==> src/rtl/wb_pkg.sv <==
// Shared types for the write-back stage: result-source encodings,
// hold-buffer FSM states and default widths.
package wb_pkg;

  localparam int XLEN_DEF = 32;
  localparam int RAW_DEF  = 5;

  typedef enum logic [1:0] {
    RS_ALU  = 2'b00,
    RS_LOAD = 2'b01,
    RS_PC4  = 2'b10,
    RS_FPU  = 2'b11
  } result_src_e;

  typedef enum logic [1:0] {
    WB_IDLE  = 2'b00,
    WB_HOLD  = 2'b01,
    WB_FORCE = 2'b10
  } wb_state_e;

endpackage

==> src/rtl/wb_hold_buffer.sv <==
// One-entry hold buffer for long-latency FPU results, with a wait counter
// that escalates to a pipeline-bubble request when the port stays busy.
module wb_hold_buffer
  import wb_pkg::*;
#(
  parameter int XLEN     = XLEN_DEF,
  parameter int RAW      = RAW_DEF,
  parameter int MAX_WAIT = 4
) (
  input  logic            clk,
  input  logic            rst_n,
  input  logic            pw_i,
  input  logic            fpu_valid_i,
  input  logic [RAW-1:0]  fpu_rd_i,
  input  logic [XLEN-1:0] fpu_data_i,
  input  logic            fpu_is_float_i,
  output logic            full_o,
  output logic            drain_o,
  output logic            stall_req_o,
  output logic            fpu_ready_o,
  output logic [RAW-1:0]  buf_rd_o,
  output logic [XLEN-1:0] buf_data_o,
  output logic            buf_is_float_o
);

  localparam logic [3:0] MAX_W = 4'(MAX_WAIT);

  wb_state_e       state_q, state_d;
  logic [3:0]      cnt_q, cnt_d;
  logic [RAW-1:0]  rd_q;
  logic [XLEN-1:0] data_q;
  logic            flt_q;
  logic            accept;

  assign full_o         = (state_q != WB_IDLE);
  assign drain_o        = full_o & ~pw_i;
  assign fpu_ready_o    = ~full_o | drain_o;
  assign accept         = fpu_valid_i & fpu_ready_o;
  assign stall_req_o    = (state_q == WB_FORCE);
  assign buf_rd_o       = rd_q;
  assign buf_data_o     = data_q;
  assign buf_is_float_o = flt_q;

  always_comb begin
    state_d = state_q;
    cnt_d   = cnt_q;
    case (state_q)
      WB_IDLE: begin
        if (accept) begin
          state_d = WB_HOLD;
          cnt_d   = 4'd0;
        end
      end
      WB_HOLD, WB_FORCE: begin
        if (drain_o) begin
          // A same-cycle refill restarts the wait from zero.
          state_d = accept ? WB_HOLD : WB_IDLE;
          cnt_d   = 4'd0;
        end else if (state_q == WB_HOLD) begin
          cnt_d = cnt_q + 4'd1;
          if (cnt_q + 4'd1 == MAX_W) state_d = WB_FORCE;
        end
      end
      default: begin
        state_d = WB_IDLE;
        cnt_d   = 4'd0;
      end
    endcase
  end

  always_ff @(posedge clk) begin
    if (!rst_n) begin
      state_q <= WB_IDLE;
      cnt_q   <= 4'd0;
    end else begin
      state_q <= state_d;
      cnt_q   <= cnt_d;
    end
  end

  always_ff @(posedge clk) begin
    if (accept) begin
      rd_q   <= fpu_rd_i;
      data_q <= fpu_data_i;
      flt_q  <= fpu_is_float_i;
    end
  end

endmodule

==> src/rtl/write_back_stage.sv <==
// WB stage: MEM/WB register, result select, and arbitration of the shared
// register-file write port with the FPU hold buffer. Optional: WB_FORWARD_EN.
module write_back_stage
  import wb_pkg::*;
#(
  parameter int XLEN     = XLEN_DEF,
  parameter int RAW      = RAW_DEF,
  parameter int MAX_WAIT = 4
) (
  input  logic            clk,
  input  logic            rst_n,
  input  logic            stall,
  input  logic            flush,
  input  logic            mem_valid,
  input  logic [1:0]      mem_ResultSrc,
  input  logic            mem_RegWrite,
  input  logic            mem_RegWriteF,
  input  logic [RAW-1:0]  mem_rd,
  input  logic [XLEN-1:0] mem_alu,
  input  logic [XLEN-1:0] mem_load,
  input  logic [XLEN-1:0] mem_pc4,
  input  logic [XLEN-1:0] mem_fpu,
  input  logic            fpu_valid,
  output logic            fpu_ready,
  input  logic [RAW-1:0]  fpu_rd,
  input  logic [XLEN-1:0] fpu_data,
  input  logic            fpu_is_float,
  output logic            stall_req,
`ifdef WB_FORWARD_EN
  output logic            fwd_valid,
  output logic [RAW-1:0]  fwd_rd,
  output logic [XLEN-1:0] fwd_data,
  output logic            fwd_is_float,
`endif
  output logic [RAW-1:0]  WA,
  output logic [XLEN-1:0] WB,
  output logic            WE,
  output logic            WEF
);

  logic            valid_q, valid_d;
  logic            rw_q, rwf_q;
  logic [RAW-1:0]  rd_q;
  logic [XLEN-1:0] result_q, result_d;
  logic            pw;
  logic            buf_full, buf_drain;
  logic [RAW-1:0]  buf_rd;
  logic [XLEN-1:0] buf_data;
  logic            buf_flt;

  always_comb begin
    result_d = mem_alu;
    case (result_src_e'(mem_ResultSrc))
      RS_ALU:  result_d = mem_alu;
      RS_LOAD: result_d = mem_load;
      RS_PC4:  result_d = mem_pc4;
      RS_FPU:  result_d = mem_fpu;
      default: result_d = mem_alu;
    endcase
  end

  always_comb begin
    valid_d = valid_q;
    if (flush)      valid_d = 1'b0;
    else if (!stall) valid_d = mem_valid;
  end

  // MEM -> WB stage register
  always_ff @(posedge clk) begin
    if (!rst_n) valid_q <= 1'b0;
    else        valid_q <= valid_d;
  end

  always_ff @(posedge clk) begin
    if (!stall) begin
      rw_q     <= mem_RegWrite;
      rwf_q    <= mem_RegWriteF;
      rd_q     <= mem_rd;
      result_q <= result_d;
    end
  end

  assign pw = valid_q & (rw_q | rwf_q);

  wb_hold_buffer #(
    .XLEN     (XLEN),
    .RAW      (RAW),
    .MAX_WAIT (MAX_WAIT)
  ) u_hold (
    .clk            (clk),
    .rst_n          (rst_n),
    .pw_i           (pw),
    .fpu_valid_i    (fpu_valid),
    .fpu_rd_i       (fpu_rd),
    .fpu_data_i     (fpu_data),
    .fpu_is_float_i (fpu_is_float),
    .full_o         (buf_full),
    .drain_o        (buf_drain),
    .stall_req_o    (stall_req),
    .fpu_ready_o    (fpu_ready),
    .buf_rd_o       (buf_rd),
    .buf_data_o     (buf_data),
    .buf_is_float_o (buf_flt)
  );

  // Pipeline owns the port whenever it writes; float wins over integer.
  always_comb begin
    WA  = '0;
    WB  = '0;
    WE  = 1'b0;
    WEF = 1'b0;
    if (pw) begin
      WA  = rd_q;
      WB  = result_q;
      WEF = rwf_q;
      WE  = rw_q & ~rwf_q & (rd_q != '0);
    end else if (buf_drain) begin
      WA  = buf_rd;
      WB  = buf_data;
      WEF = buf_flt;
      WE  = ~buf_flt & (buf_rd != '0);
    end
  end

`ifdef WB_FORWARD_EN
  assign fwd_valid    = WE | WEF;
  assign fwd_rd       = WA;
  assign fwd_data     = WB;
  assign fwd_is_float = WEF;
`endif

endmodule

==> config.mk <==
export PLATFORM = sky130hd
export DESIGN_NAME = write_back_stage
export DESIGN_NICKNAME = d
export VERILOG_FILES = /design/src/rtl/wb_pkg.sv /design/src/rtl/wb_hold_buffer.sv /design/src/rtl/write_back_stage.sv
export SDC_FILE = /design/constraint.sdc
export NUM_CORES = 1
export LEC_CHECK = 0
export BUFFER_PORTS_ARGS = -buffer_cell sky130_fd_sc_hd__buf_2
export CAP_MARGIN = 20
export CORE_MARGIN = 5
export CORE_UTILIZATION = 41
export DETAILED_ROUTE_END_ITERATION = 7
export PLACE_DENSITY = 0.84
export SETUP_SLACK_MARGIN = 0.05
export SKIP_CTS_REPAIR_TIMING = 1
export SLEW_MARGIN = 10
export SYNTH_ARGS = -nofsm -noshare
export SYNTH_HDL_FRONTEND = slang
export SYNTH_SLANG_ARGS = --single-unit
==> constraint.sdc <==
create_clock -name clk -period 2.3 [get_ports clk]
set_clock_uncertainty 0.2 [all_clocks]
set_input_delay 0.115 -clock clk [delete_from_list [all_inputs] [get_ports clk]]
set_output_delay 0.115 -clock clk [all_outputs]
set_load 0.02 [all_outputs]
==> metrics <==
outcome=complete, but fails checks; failing checks=hold timing; vias in the first global route=3670; starting density of the core=0.420; via count=4013; RSZ-0062 raised after global routing=true; Buf/Inv on CP=1; CTS tree=built; Ys Warns=0; layout overhead on the synthesized area=64.0%; max-slew violation count=0; GRT overflow=0; antenna violation net count after detailed routing=0; Mean Syn Cell Area=13.5 um^2; Seq/Total Area, Yosys=0.594; grt met1 use=0.227; cells after synthesis=306; post-synth top area cell=edfxtp_1; share of layout cells above drive strength 1=0.436; global-route wire length before repair=about 18 mm; top cells by area, synth=edfxtp_1 (56%), mux4_2 (17%), nand2_1 (7.2%); Slew headroom=0.473; htree depth=3; crit path DAT=~1.8 ns; Final Cycle Share=0.935; TritonRoute pass-1 iters=5; crit start category=flip-flop; slowest library cell on the worst path=or4_1; Distinct cells, synth=37; setup tns final=0 ns; I/O pin cnt=222; CP Capture Type=output port; wirelength, routed=14.9 mm; initial antenna violation count=2; Pleak=a little over 3 nW; met3 Resource Use GR=0.0507; hpwl dp=9.63 mm; final instance area=about 6800 um^2; Hold WC Path Type=input pin to flip-flop; Setup CP Type=flip-flop to output port; final-report hold violation count=1; Worst path max stage delay=0.54 ns; Crit Path Max Fanout=2; Die X-Extent=around 110 um; CP top delay family=simple AND/OR/NAND/NOR gates; Net Count, Synth=493; port buffer count=221; Critical Path RT=1.99 ns; Yosys reg bits=84; Site Rows=36; setup violators final=0; per-cell routed wire length=between 15 and 20 um; Core Region=9820 um^2; global-route track usage on met2=0.361; pin count of the biggest net entering global routing=39; CTS clk-pin slew, worst paths=~0.080 ns; routability cong.=0.854; max-cap check violation count=0; post-route minimum period=2.15 ns; Total Die Area=roughly 12000 um^2; Most Used Layer, Global Route=met2; DR vias/cell=5.16; peak supply drop=0.337 mV; final net count=825; root buffer cell=clkbuf_8; Num Clock Sinks=84; top-area cell type share of the netlist area=0.560; Power Density=582 nW/um^2; clk_lat worst skew=0.34 ns; number of DRC markers in iteration 0=272; Die H=110 um; DRC=0; Post-Synthesis Cell Area=4130 um^2; CTS Buf Count=9; placed cell area=5430 um^2; worst-path cell chain=or4_1 > o21ai_1 > o22a_1 > o22ai_1 > buf_2; Max Root-Sink Buffers=2; FMAX=465 MHz; gr usage total=0.200; actual slew at the worst max-slew pin=0.791 ns; final hold slack=-0.0115 ns
power breakdown:
part / switching [W] / internal (W) / leakage [nW]
sequential: 0.0000452 / 0.00180 / 0.810
combinational: 0.000396 / 0.000466 / 2.10
clock: 0.000518 / 0.000713 / 0.110
path summary, 6_finish.rpt:
| path | start | to | slack (ns) | cells after the start |
|---|---|---|---|---|
| setup / recovery | u_hold.buf_rd_o[2] | WE | 0.15 | 5 |
| hold / removal | mem_pc4[25] | result_q[25] | -0.01 | 2 |
| setup reg to reg | u_hold.state_q[1] | u_hold.cnt_q[3] | 0.20 | 7 |
| hold reg to reg | u_hold.state_q[0] | u_hold.state_q[0] | 0.31 | 2 |
flip-flops by register name (all words and copies together) (netlist names):
name / count
result_q: 32
u_hold.buf_data_o: 32
rd_q: 5
u_hold.buf_rd_o: 5
u_hold.cnt_q: 4
u_hold.state_q: 2
rw_q: 1
rwf_q: 1
u_hold.buf_is_float_o: 1
valid_q: 1
cell usage in the layout (no fill, tap or decap), drive strengths merged, types with 2 or more instances in the layout:
| master | netlist | layout |
|---|---|---|
| a21boi | 7 | 7 |
| buf | 7 | 230 |
| bufinv | 0 | 3 |
| clkbuf | 12 | 10 |
| clkinv | 1 | 2 |
| dfxtp | 7 | 7 |
| diode | 0 | 2 |
| dlygate4sd3 | 0 | 110 |
| edfxtp | 77 | 77 |
| ha | 6 | 6 |
| inv | 3 | 3 |
| mux4 | 32 | 32 |
| nand2 | 79 | 79 |
| nand2b | 3 | 3 |
| nand3 | 38 | 38 |
| nor2 | 5 | 5 |
| o21ai | 7 | 7 |
| o32ai | 2 | 2 |
| or3 | 2 | 2 |
| or4 | 3 | 3 |
cells in the mapped netlist, drive strengths merged:
cell type / instances
a32o: 1
nor3: 1
nor2b: 1
nand2: 79
o22ai: 1
or4: 3
o22a: 1
edfxtp: 77
clkbuf: 12
and2: 1
nand4: 1
a31oi: 1
clkinv: 1
inv: 3
mux2i: 1
nand3: 38
dfxtp: 7
a21boi: 7
nor2: 5
and3b: 1
o32ai: 2
nand3b: 1
buf: 7
ha: 6
or3: 2
o21a: 1
nand2b: 3
or3b: 1
o21ai: 7
a21oi: 1
mux4: 32
nor3b: 1
stage by stage:
stage          total power (W)  std cells   util  setup slack [ns]  hold slack, ns
2_1_floorplan          0.00222        306      -             0.217        -0.00885
3_5_place_dp           0.00254        650  0.553             0.206          0.0828
3_3_place_gp           0.00250        650  0.553             0.296          0.0777
5_1_grt                0.00410        777  0.690            0.0266         -0.0186
6_report               0.00394        777  0.690             0.150         -0.0115
4_1_cts                0.00375        665  0.576            0.0600          -0.288
kinds of logic (layout without fill, tap and decap cells):
logic type,Yosys count,in the layout,share of synthesized area
buf+inv,23,359,0.0221
compound gates,22,22,0.0397
fa+ha+maj,6,6,0.0182
other cells,0,2,0
mux,33,33,0.177
flops,84,84,0.594
simple gates,138,138,0.149
per-layer routing:
metal / vias to the layer above / wire length [um]
li1: 1826 / -
met1: 1903 / 5060
met2: 250 / 8150
met3: 34 / 1360
met4: 0 / 364
met5: - / 0
final cells by class:
cell class | count | area [um^2]
Tap cell | 133 | 166
Clock buffer | 10 | 128
Timing Repair Buffer | 340 | 2310
Sequential cell | 84 | 2450
Multi-Input combinational cell | 199 | 1600
Clock inverter | 5 | 101
Fill cell | 716 | 3050
Inverter | 4 | 15.0
Antenna cell | 2 | 5.00
No activity file was read; power rests on OpenSTA's default activity.
